==> src/rtl/pixel_pkg.sv <==
// Shared widths, types and keep-mask helper for the pixel packer.
// Pure declarations; no timing or flow-control behaviour.
package pixel_pkg;

  localparam int PIX_W            = 8;
  localparam int WORD_W           = 32;
  localparam int BYTES_PER_WORD   = 4;
  localparam int FRAME_PIXELS_DEF = 98304;
  localparam int CNT_W            = 17;

  typedef logic [PIX_W-1:0]          pix_t;
  typedef logic [WORD_W-1:0]         word_t;
  typedef logic [BYTES_PER_WORD-1:0] keep_t;

  typedef struct packed {
    word_t data;
    keep_t keep;
    logic  last;
  } out_word_t;

  // Keep mask for a word whose last written byte sits at index last_idx (0 = [31:24]).
  function automatic keep_t keep_mask(input logic [1:0] last_idx);
    return keep_t'(4'b1111 << (2'd3 - last_idx));
  endfunction

endpackage

==> src/rtl/pixel_packer_if.sv <==
// Pixel-in / word-out bundle; slave is the packer, master is the surrounding pipeline.
// No state; frame_done rides along with the output stream.
interface pixel_packer_if;
  import pixel_pkg::*;

  logic  in_valid;
  pix_t  in_data;
  logic  in_ready;
  logic  out_valid;
  logic  out_ready;
  word_t out_data;
  keep_t out_keep;
  logic  out_last;
  logic  frame_done;

  modport master (
    output in_valid, in_data, out_ready,
    input  in_ready, out_valid, out_data, out_keep, out_last, frame_done
  );

  modport slave (
    input  in_valid, in_data, out_ready,
    output in_ready, out_valid, out_data, out_keep, out_last, frame_done
  );

endinterface

==> src/rtl/pixel_packer.sv <==
// Packs 8-bit pixels MSB-first into 32-bit words, closing early on the frame's last pixel.
// Latency 1 cycle; in_ready drops combinationally only while a held word is stalled.
module pixel_packer
  import pixel_pkg::*;
#(
  parameter int FRAME_PIXELS = FRAME_PIXELS_DEF
) (
  input  logic          clk,
  input  logic          rst,
  pixel_packer_if.slave bus
);

  localparam logic [CNT_W-1:0] LAST_PIX = CNT_W'(FRAME_PIXELS - 1);

  logic [1:0]       byte_idx_q, byte_idx_d;
  logic [CNT_W-1:0] pix_cnt_q, pix_cnt_d;
  word_t            acc_q, acc_d;
  out_word_t        out_q, out_d;
  logic             out_valid_q, out_valid_d;
  logic             frame_done_q, frame_done_d;

  logic  in_rdy;
  logic  in_fire;
  logic  out_fire;
  logic  last_pix;
  logic  word_done;
  word_t merged;

  assign in_rdy    = !(out_valid_q && !bus.out_ready);
  assign in_fire   = bus.in_valid && in_rdy;
  assign out_fire  = out_valid_q && bus.out_ready;
  assign last_pix  = (pix_cnt_q == LAST_PIX);
  assign word_done = (byte_idx_q == 2'd3) || last_pix;
  assign merged    = acc_q | (word_t'(bus.in_data) << {2'd3 - byte_idx_q, 3'b000});

  always_comb begin
    byte_idx_d   = byte_idx_q;
    pix_cnt_d    = pix_cnt_q;
    acc_d        = acc_q;
    out_d        = out_q;
    out_valid_d  = out_valid_q;
    frame_done_d = out_fire && out_q.last;

    if (out_fire) begin
      out_valid_d = 1'b0;
      out_d.last  = 1'b0;
    end

    // A completing input overrides the drain above, giving back-to-back words.
    if (in_fire) begin
      pix_cnt_d = last_pix ? '0 : pix_cnt_q + CNT_W'(1);
      if (word_done) begin
        out_d.data  = merged;
        out_d.keep  = keep_mask(byte_idx_q);
        out_d.last  = last_pix;
        out_valid_d = 1'b1;
        acc_d       = '0;
        byte_idx_d  = 2'd0;
      end else begin
        acc_d      = merged;
        byte_idx_d = byte_idx_q + 2'd1;
      end
    end
  end

  always_ff @(posedge clk) begin
    if (rst) begin
      byte_idx_q   <= 2'd0;
      pix_cnt_q    <= '0;
      acc_q        <= '0;
      out_q        <= '0;
      out_valid_q  <= 1'b0;
      frame_done_q <= 1'b0;
    end else begin
      byte_idx_q   <= byte_idx_d;
      pix_cnt_q    <= pix_cnt_d;
      acc_q        <= acc_d;
      out_q        <= out_d;
      out_valid_q  <= out_valid_d;
      frame_done_q <= frame_done_d;
    end
  end

  assign bus.in_ready   = in_rdy;
  assign bus.out_valid  = out_valid_q;
  assign bus.out_data   = out_q.data;
  assign bus.out_keep   = out_q.keep;
  assign bus.out_last   = out_q.last;
  assign bus.frame_done = frame_done_q;

endmodule

==> src/flat_wrapper.sv <==
// flat-port wrapper written by rule: the top's interface ports become plain ports
module pixel_packer_flat import pixel_pkg::*;
#(
  parameter int FRAME_PIXELS = FRAME_PIXELS_DEF
)
  (clk, rst, bus_in_valid, bus_in_data, bus_out_ready, bus_in_ready, bus_out_valid, bus_out_data, bus_out_keep, bus_out_last, bus_frame_done);
  pixel_packer_if bus_i ();
  input  logic clk;
  input  logic rst;
  input wire logic [$bits(bus_i.in_valid)-1:0] bus_in_valid;
  input wire logic [$bits(bus_i.in_data)-1:0] bus_in_data;
  input wire logic [$bits(bus_i.out_ready)-1:0] bus_out_ready;
  output wire logic [$bits(bus_i.in_ready)-1:0] bus_in_ready;
  output wire logic [$bits(bus_i.out_valid)-1:0] bus_out_valid;
  output wire logic [$bits(bus_i.out_data)-1:0] bus_out_data;
  output wire logic [$bits(bus_i.out_keep)-1:0] bus_out_keep;
  output wire logic [$bits(bus_i.out_last)-1:0] bus_out_last;
  output wire logic [$bits(bus_i.frame_done)-1:0] bus_frame_done;
  assign bus_i.in_valid = bus_in_valid;
  assign bus_i.in_data = bus_in_data;
  assign bus_i.out_ready = bus_out_ready;
  assign bus_in_ready = bus_i.in_ready;
  assign bus_out_valid = bus_i.out_valid;
  assign bus_out_data = bus_i.out_data;
  assign bus_out_keep = bus_i.out_keep;
  assign bus_out_last = bus_i.out_last;
  assign bus_frame_done = bus_i.frame_done;
  pixel_packer #(.FRAME_PIXELS(FRAME_PIXELS)) u_core (.clk(clk), .rst(rst), .bus(bus_i));
endmodule
==> config.mk <==
export PLATFORM = sky130hd
export DESIGN_NAME = pixel_packer_flat
export DESIGN_NICKNAME = d
export VERILOG_FILES = /design/src/rtl/pixel_pkg.sv /design/src/rtl/pixel_packer_if.sv /design/src/rtl/pixel_packer.sv /design/src/flat_wrapper.sv
export SDC_FILE = /design/constraint.sdc
export NUM_CORES = 1
export LEC_CHECK = 0
export CAP_MARGIN = 20
export CORE_UTILIZATION = 53
export DETAILED_ROUTE_END_ITERATION = 6
export PLACE_DENSITY = 0.79
export SLEW_MARGIN = 30
export SYNTH_ARGS = -nofsm -noshare
export SYNTH_HDL_FRONTEND = slang
export SYNTH_SLANG_ARGS = --single-unit
==> constraint.sdc <==
create_clock -name clk -period 2.69 [get_ports clk]
set_clock_uncertainty 0.15 [all_clocks]
set_input_delay 0.807 -clock clk [delete_from_list [all_inputs] [get_ports clk]]
set_output_delay 0.807 -clock clk [all_outputs]
set_load 0.005 [all_outputs]
==> results.sh, run 1 <==
export IMPL_status="completed"
export IMPL_cts_tree="yes"
export IMPL_path_depth=3
export IMPL_post_synth_top_area_fraction=0.527
export IMPL_crit_buf_inv=2
export IMPL_postSynthAreaPerCell_um2=8.81
export IMPL_report_final_slew_viol_count=0
export IMPL_yosysWarnings=0
export IMPL_ioPinCount=52
export IMPL_cts_made_buffers=9
export IMPL_cp_required_ps=1730
export IMPL_synth_edf_count=0
export IMPL_dieHeight_um=82.3
export IMPL_setup_viol=0
export IMPL_synth_largest_area_cell="dfxtp_1"
export IMPL_wl_per_cell_um=14.7
export IMPL_hold_buffers=0
export IMPL_yosys_top_cells_area="dfxtp_1, nor2_1, a21oi_1"
export IMPL_worstHoldPathCells=2
export IMPL_ant_nets=0
export IMPL_netlist_instances=388
export IMPL_power_mw=2.62
export IMPL_num_rows=28
export IMPL_portBuffers=51
export IMPL_grt_pass1_vias=2612
export IMPL_crit_slowest_cell="clkdlybuf4s50_1"
export IMPL_dp_hpwl_um=4970
export IMPL_worst_slew_pin_slew_ps=628
export IMPL_initial_core_util=0.564
export IMPL_vias_per_cell=5.43
export IMPL_ys_ff_latch=90
export IMPL_clkPwrFrac=0.382
export IMPL_cp_start_kind="primary input"
export IMPL_clock_path_buffers=2
export IMPL_core_mm2=0.00606
export IMPL_critPathArrivalTime_ps=1660
export IMPL_ys_top_cells_by_count="nor2_1, dfxtp_1, a21oi_1"
export IMPL_grt_use_total=0.239
export IMPL_power_frac_comb=0.086
export IMPL_drt_pass1_iterations=6
export IMPL_powerDensity_mw_per_mm2=612
export IMPL_max_cap_violations=0
export IMPL_hold_violations=0
export IMPL_fin_util=0.706
export IMPL_ir_drop_mv=0.413
export IMPL_slew_headroom=0.580
export IMPL_n_antenna_cell=0
export IMPL_syn_area_mm2=0.00342
export IMPL_grt_pass1_wl_um=12000
export IMPL_syn_num_nets=403
export IMPL_ys_flop_type="dfxtp_1"
export IMPL_critPathKind="in2out"
export IMPL_clock_root_buffer="clkbuf_8"
export IMPL_clkTransAtPathRegs_ps=80
export IMPL_path_delay_family="buffers and inverters"
export IMPL_place_gp_congestion=0.809
export IMPL_ys_async_sr_fraction=0
export IMPL_fin_crit_sh=0.974
export IMPL_num_vias=2822
export IMPL_seqPwrFrac=0.533
export IMPL_insertion_delay_ps=350
export IMPL_worstHoldPathType="reg2reg"
export IMPL_end_kind="output port"
export IMPL_intPower_mw=1.99
export IMPL_worstPathCellList="clkdlybuf4s50_1, nand2b_4, dlygate4sd2_1"
export IMPL_drtIter0Drc=147
export IMPL_critPathMaxStageDelay_ps=480
export IMPL_die_area_mm2=0.00677
export IMPL_ys_types=31
export IMPL_route_detailed_drc=0
export IMPL_clkSinkCount=90
export IMPL_drt_total_wl_um=7620
export IMPL_ys_seq_area_frac=0.527
export IMPL_die_w_um=82.3
export IMPL_grt_ovfl_total=0
export IMPL_antenna_found_initial=0
export IMPL_p_leak_nw=1.48
export IMPL_rsz0062_at_grt="no"
export IMPL_grt_max_degree=35
export IMPL_syn_to_final_growth_pct=25.2
export IMPL_max_freq_mhz=382
export IMPL_crit_fanout=3
export IMPL_synth_most_common_cell="nor2_1"
export IMPL_htreeDepth=3
export IMPL_tns_ps=0
export IMPL_drive_gt1_frac=0.0831
export IMPL_nets=456
export IMPL_rr_worst_depth=7
export IMPL_swShare=0.241
export IMPL_p_sw_mw=0.629
export IMPL_layout_min_cycle_time_ps=2620
[through the flow]
| step | setup slack, ps | instance area, µm² | cells | hold WS (ps) |
|---|---|---|---|---|
| finish | 69.5 | 4280 | 520 | 315 |
| CTS | 78.8 | 4280 | 520 | 316 |
| global placement | -210 | 4050 | 505 | 298 |
| floorplan | 121 | 3420 | 388 | 288 |
| detailed placement | -214 | 4050 | 505 | 305 |
| global route | 43.6 | 4280 | 520 | 333 |
[path summary, 6_finish.rpt]
| kind | from | endpoint | slack (ps) |
|---|---|---|---|
| min | u_core.bus.out_keep[0]$_SDFFE_PP0P_ | u_core.bus.out_keep[0]$_SDFFE_PP0P_ | 320 |
| max | bus_out_ready | bus_in_ready | 70 |
| min reg2reg | u_core.bus.out_keep[0]$_SDFFE_PP0P_ | u_core.bus.out_keep[0]$_SDFFE_PP0P_ | 320 |
| max reg2reg | u_core.pix_cnt_q[6]$_SDFFE_PP0P_ | u_core.bus.out_data[19]$_SDFFE_PP0P_ | 500 |
[cells in the final DEF (no fill, tap or decap), types with 2 or more instances in the layout]
cell type and count:
nand2_1 11, mux2i_1 2, inv_1 4, nor3_1 11
a21oi_1 69, and3_1 2, dfxtp_1 90, buf_12 5
and2_1 2, nand3_1 8, clkbuf_8 9, clkinvlp_4 2
bufinv_16 2, nor2_1 95, clkdlybuf4s50_1 50, clkinv_4 2
ha_1 3, buf_4 13, xnor2_1 12, nand4_1 3
a211oi_1 33, xor2_1 4
[repair_timing]
action | 4_1_cts | 5_1_grt
setup buffers | 0 | 0
setup endpoints to repair | 1 | 0
resized for setup | 2 | 0
[worst reg2reg max path: cells and delay by family, from the launching register on]
| kind | cells | cell delay [ps] |
|---|---|---|
| simple gates | 3 | 620 |
| buf+inv | 2 | 380 |
| flops | 1 | 430 |
| compound gates | 2 | 550 |
[cells by family (layout without fill, tap and decap cells)]
kind of cell / count (synthesis) / in the layout / synth area share
buffers and inverters: 31 / 88 / 0.0527
multiplexers: 2 / 2 / 0.00586
XOR/XNOR: 16 / 16 / 0.0410
AND/OR/NAND/NOR: 143 / 143 / 0.181
flip-flops: 90 / 90 / 0.527
adder cells (fa/ha/maj): 3 / 3 / 0.0110
AO/OA/AOI/OAI: 103 / 103 / 0.182
[flip-flops by register name, summed over array words and instances (netlist names)]
register	flops
u_core.acc_q	32
u_core.bus.frame_done	1
u_core.bus.out_data	32
u_core.bus.out_keep	4
u_core.bus.out_last	1
u_core.bus.out_valid	1
u_core.byte_idx_q	2
u_core.pix_cnt_q	17
[power by group through the flow]
stage               combinational, mW  sequential (mW)  clock [mW]
floorplan                       0.139             1.42           0
global placement                0.216             1.42           0
detailed placement              0.218             1.42           0
CTS                             0.223             1.39        1.02
global route                    0.247             1.40        1.07
finish                          0.225             1.39       0.998
[layout make-up]
cell class,count,area [µm²]
clock buffers,9,124
clock inverters,6,92.6
fillers,499,1780
inverters,4,15.0
multi-input cells,267,1440
flip-flops and latches,90,1800
well taps,75,93.8
repair buffers,69,707
[layer usage]
layer	routed length [µm]	GRT usage	share of wire	vias to the layer above
li1	-	-	-	1434
met1	3550	0.311	0.47	1309
met2	3620	0.383	0.47	72
met3	357	0.0407	0.047	7
met4	94	0.114	0.012	0
met5	0	0	0	-
(Power assumes the default switching activity.)
==> run 2: changes to the inputs <==
CORE_MARGIN = 2   (was default)
CTS_BUF_LIST = sky130_fd_sc_hd__clkbuf_16   (was default)
==> run 2 against run 1 <==
Via count rose by 2.9%. Die area rose by 4.9%. Non-clock buffer count rose by 3. Sequential power barely moved. Final cell count rose by 1.2%. Maximum frequency fell by 0.95%. Core utilization fell by 0.82 points. Critical path depth did not move. Clock power rose by 26%. Count of clock-buffer cells in the layout did not move. Global-route usage fell by 0.69 points. Largest cell class unchanged. Largest power group unchanged.
==> results.sh, run 2 (synthesis results as in run 1) <==
export IMPL_cts_tree="yes"
export IMPL_hp_start="u_core.bus.out_keep[0]$_SDFFE_PP0P_"
export IMPL_grt_busiest_layer="met2"
export IMPL_grt_pass1_wl_um=13200
export IMPL_worstHoldPathType="reg2reg"
export IMPL_hold_buffers=0
export IMPL_portBuffers=51
export IMPL_antenna_found_initial=0
export IMPL_place_area_mm2=0.00407
export IMPL_syn_to_final_growth_pct=28.1
export IMPL_setup_viol=0
export IMPL_drive_gt1_frac=0.0891
export IMPL_insertion_delay_ps=340
export IMPL_ioPinCount=52
export IMPL_nets=459
export IMPL_ant_nets=0
export IMPL_num_rows=29
export IMPL_grt_ovfl_total=0
export IMPL_report_final_slew_viol_count=0
export IMPL_dp_hpwl_um=5110
export IMPL_grt_use_total=0.232
export IMPL_clkSinkCount=90
export IMPL_met1_usage=0.307
export IMPL_num_vias=2904
export IMPL_slew_headroom=0.573
export IMPL_max_cap_violations=0
export IMPL_max_freq_mhz=378
export IMPL_layout_min_cycle_time_ps=2650
export IMPL_cts_made_buffers=9
export IMPL_cp_required_ps=1730
export IMPL_htreeDepth=3
export IMPL_status="completed"
export IMPL_initial_core_util=0.544
export IMPL_crit_fanout=4
export IMPL_rsz0062_at_grt="no"
export IMPL_die_w_um=84.3
export IMPL_critPathKind="in2out"
export IMPL_core_mm2=0.00628
export IMPL_ir_drop_mv=0.442
export IMPL_nFillCells=489
export IMPL_fin_util=0.697
export IMPL_dieHeight_um=84.3
export IMPL_drt_total_wl_um=7760
export IMPL_drt_pass1_iterations=6
export IMPL_clock_root_buffer="clkbuf_16"
export IMPL_n_antenna_cell=0
export IMPL_worst_slew_pin_slew_ps=638
export IMPL_final_cell_mix="nor2_1, dfxtp_1, a21oi_1, clkdlybuf4s50_1, a211oi_1"
export IMPL_cp_start_kind="primary input"
export IMPL_hold_violations=0
export IMPL_grtUsageMet2=0.373
export IMPL_powerDensity_mw_per_mm2=657
export IMPL_p_leak_nw=1.53
export IMPL_place_gp_congestion=0.816
export IMPL_final_common_cell="nor2_1"
export IMPL_post_cts_buffers=0
export IMPL_worst_hold_slack_ps=311
export IMPL_critPathArrivalTime_ps=1690
export IMPL_fin_area_mm2=0.00438
export IMPL_fin_crit_sh=0.983
export IMPL_drtIter0Drc=133
export IMPL_grt_max_degree=35
export IMPL_grt_pass1_vias=2783
export IMPL_clock_path_buffers=2
export IMPL_rr_startpoint="u_core.pix_cnt_q[6]$_SDFFE_PP0P_"
export IMPL_route_detailed_drc=0
export IMPL_die_area_mm2=0.00711
export IMPL_grt_use_met3=0.0364
export IMPL_end_kind="output port"
export IMPL_wl_per_cell_um=14.7
export IMPL_crit_start="bus_out_ready"
export IMPL_clkTransAtPathRegs_ps=60
export IMPL_vias_per_cell=5.52
-- run 2: final cells by class --
class / instances / area [µm²] / share of cell area
Timing Repair Buffer: 72 / 721 / 0.165
Clock buffer: 9 / 225 / 0.0514
Sequential cell: 90 / 1800 / 0.412
Clock inverter: 7 / 76.3 / 0.0174
Tap cell: 77 / 96.3 / 0.0220
Inverter: 4 / 15.0 / 0.00343
Multi-Input combinational cell: 267 / 1440 / 0.330
-- run 2: metal layers --
| layer | wire (µm) | part of all wire |
|---|---|---|
| met1 | 3660 | 0.47 |
| met2 | 3690 | 0.48 |
| met3 | 267 | 0.034 |
| met4 | 136 | 0.018 |
| met5 | 0 | 0 |
-- run 2: worst paths after layout --
| check | end | slack [ps] | cells after the start |
|---|---|---|---|
| setup / recovery | bus_in_ready | 40 | 3 |
| hold / removal | u_core.bus.out_keep[0]$_SDFFE_PP0P_ | 310 | 2 |
| setup reg to reg | u_core.bus.out_data[15]$_SDFFE_PP0P_ | 450 | 7 |
| hold reg to reg | u_core.bus.out_keep[0]$_SDFFE_PP0P_ | 310 | 2 |
-- run 2: critical path: stages --
cell             delay, ps
clkdlybuf4s50_1        490
nand2b_4               160
dlygate4sd2_1          240
-- run 2: where the power goes --
part           total [mW]  internal (mW)  switching, mW  leakage [nW]
clock network        1.26          0.726          0.529         0.144
logic               0.226         0.0972          0.129         0.656
registers            1.40           1.37         0.0257         0.728
total                2.88           2.19          0.684          1.53
-- run 2: per-stage QoR --
stage          cells  setup slack, ps  TNS [ps]  total power, mW
6_report         526             44.4         0             2.88
5_1_grt          526             12.8         0             2.98
4_1_cts          526             46.8         0             2.89
3_5_place_dp     510             -271    -14330             1.64
3_3_place_gp     510             -224     -7900             1.64
2_1_floorplan    388              121         0             1.56
-- run 2: what timing repair did --
item                                    CTS  global route
gates resized for setup                   2             1
pin swaps                                 0             0
endpoints found under the hold margin     0             0
endpoints found under the setup margin    1             2
==> run 3: changes to the inputs <==
SKIP_CTS_REPAIR_TIMING = 1   (was default)
SLEW_MARGIN = 5   (was 30)
==> run 3 against run 2 <==
Maximum frequency is 4.1% higher. Flip-flop and latch count did not move. First-iteration DRC count grew 14%. Count of clock-buffer cells in the layout unchanged. Worst hold slack about the same. Combinational power hardly changed. Global-route usage is 0.14 points lower. Total power grew 0.11%. Critical path type is now in2reg. Critical endpoint is now u_core.bus.out_data[15]$_SDFFE_PP0P_. Highest routed layer unchanged.
==> results.sh, run 3 (synthesis results as in run 1) <==
export IMPL_status="completed"
export IMPL_clock_path_buffers=2
export IMPL_report_final_slew_viol_count=0
export IMPL_powerDensity_mw_per_mm2=657
export IMPL_final_common_cell="nor2_1"
export IMPL_core_mm2=0.00628
export IMPL_rsz0062_at_grt="no"
export IMPL_setup_viol=0
export IMPL_rr_startpoint="u_core.pix_cnt_q[6]$_SDFFE_PP0P_"
export IMPL_cts_made_buffers=9
export IMPL_worst_slew_pin_slew_ps=617
export IMPL_place_gp_congestion=0.816
export IMPL_layout_min_cycle_time_ps=2540
export IMPL_r2r_end="u_core.bus.out_data[15]$_SDFFE_PP0P_"
export IMPL_p_sw_mw=0.687
export IMPL_p_leak_nw=1.53
export IMPL_insertion_delay_ps=340
export IMPL_ir_drop_mv=0.444
export IMPL_grt_pass1_vias=2781
export IMPL_nFillCells=488
export IMPL_clock_root_buffer="clkbuf_16"
export IMPL_n_antenna_cell=0
export IMPL_fin_ws_ps=149
export IMPL_clkSinkCount=90
export IMPL_drtIter0Drc=152
export IMPL_worst_hold_slack_ps=311
export IMPL_intPower_mw=2.19
export IMPL_vias_per_cell=5.47
export IMPL_drt_pass1_iterations=4
export IMPL_grt_use_total=0.230
export IMPL_final_cell_mix="nor2_1, dfxtp_1, a21oi_1, clkdlybuf4s50_1, a211oi_1"
export IMPL_multi_input_area_mm2=0.00144
export IMPL_cp_start_kind="primary input"
export IMPL_ioPinCount=52
export IMPL_fin_area_mm2=0.00438
export IMPL_ant_nets=0
export IMPL_portBuffers=51
export IMPL_cp_required_ps=2790
export IMPL_hp_start="u_core.bus.out_keep[0]$_SDFFE_PP0P_"
export IMPL_htreeDepth=3
export IMPL_max_cap_violations=0
export IMPL_num_rows=29
export IMPL_worstPathCellList="clkdlybuf4s50_1, nand2b_4, nand2_1, o41ai_4, buf_6, buf_12, nor2_1, a211oi_1"
export IMPL_drive_gt1_frac=0.0891
export IMPL_worstHoldPathCells=2
export IMPL_die_w_um=84.3
export IMPL_num_vias=2879
export IMPL_grt_max_degree=35
export IMPL_ff_latch_area_mm2=0.00180
export IMPL_hold_end="u_core.bus.out_keep[0]$_SDFFE_PP0P_"
export IMPL_power_frac_comb=0.079
export IMPL_route_detailed_drc=0
export IMPL_fin_crit_sh=0.944
export IMPL_critPathArrivalTime_ps=2640
export IMPL_worstHoldPathType="reg2reg"
export IMPL_drt_total_wl_um=7750
export IMPL_clkPwrFrac=0.437
export IMPL_end_kind="flip-flop"
export IMPL_cts_tree="yes"
export IMPL_crit_fanout=30
export IMPL_dp_hpwl_um=5110
export IMPL_rr_worst_depth=7
export IMPL_max_freq_mhz=394
export IMPL_slew_headroom=0.587
export IMPL_place_area_mm2=0.00407
export IMPL_rrSetupSlack_ps=450
export IMPL_hold_violations=0
export IMPL_crit_slowest_cell="clkdlybuf4s50_1"
export IMPL_antenna_found_initial=0
export IMPL_syn_to_final_growth_pct=28.2
export IMPL_tns_ps=0
export IMPL_dp_slack_ps=-271
export IMPL_dieHeight_um=84.3
export IMPL_initial_core_util=0.544
export IMPL_wl_per_cell_um=14.7
export IMPL_nets=459
export IMPL_die_area_mm2=0.00711
export IMPL_seqPwrFrac=0.485
export IMPL_grt_ovfl_total=0
export IMPL_swShare=0.239
export IMPL_critPathKind="in2reg"
export IMPL_grt_pass1_wl_um=13200
export IMPL_critPathMaxStageDelay_ps=490
export IMPL_clkTransAtPathRegs_ps=60
## run 3: power groups by stage
| stage | Clock (mW) | Combinational, mW | Sequential, mW |
|---|---|---|---|
| finish | 1.26 | 0.226 | 1.40 |
| global route | 1.33 | 0.251 | 1.40 |
| global placement | 0 | 0.215 | 1.42 |
| detailed placement | 0 | 0.220 | 1.42 |
| floorplan | 0 | 0.139 | 1.42 |
| CTS | 1.27 | 0.225 | 1.39 |
## run 3: per-layer routing
metal  part of all wire  GRT usage  vias up
met5                  0          0        -
met4              0.020      0.113        0
met3              0.044     0.0344       17
met2               0.47      0.368       76
met1               0.47      0.306     1342
li1                   -          -     1444
## run 3: worst max-delay path by stage
stage	startpoint	end	slack, ps	depth (start not counted)
detailed placement	bus_out_ready	bus_in_ready	-270	3
global placement	bus_out_ready	bus_in_ready	-220	3
floorplan	bus_out_ready	u_core.byte_idx_q[0]$_SDFFE_PP0P_	120	8
CTS	bus_out_ready	bus_in_ready	-290	3
finish	bus_out_ready	u_core.bus.out_data[15]$_SDFFE_PP0P_	150	8
global route	bus_out_ready	u_core.bus.out_data[20]$_SDFFE_PP0P_	20	8
## run 3: critical path, delay by kind of cell
kind / cells / cell delay (ps)
buf+inv: 3 / 850
compound gates: 2 / 620
simple gates: 3 / 340
## run 3: through the flow
stage               utilization  total power, mW  std cells
global route              0.698             2.98        526
floorplan                     -             1.56        388
global placement          0.648             1.64        510
CTS                       0.696             2.89        526
detailed placement        0.648             1.64        510
finish                    0.698             2.88        526
## run 3: layout make-up
class                           count  area share
Sequential cell                    90       0.411
Multi-Input combinational cell    267       0.329
Timing Repair Buffer               72       0.165
Clock buffer                        9      0.0514
Tap cell                           77      0.0220
Clock inverter                      7      0.0174
Inverter                            4     0.00343
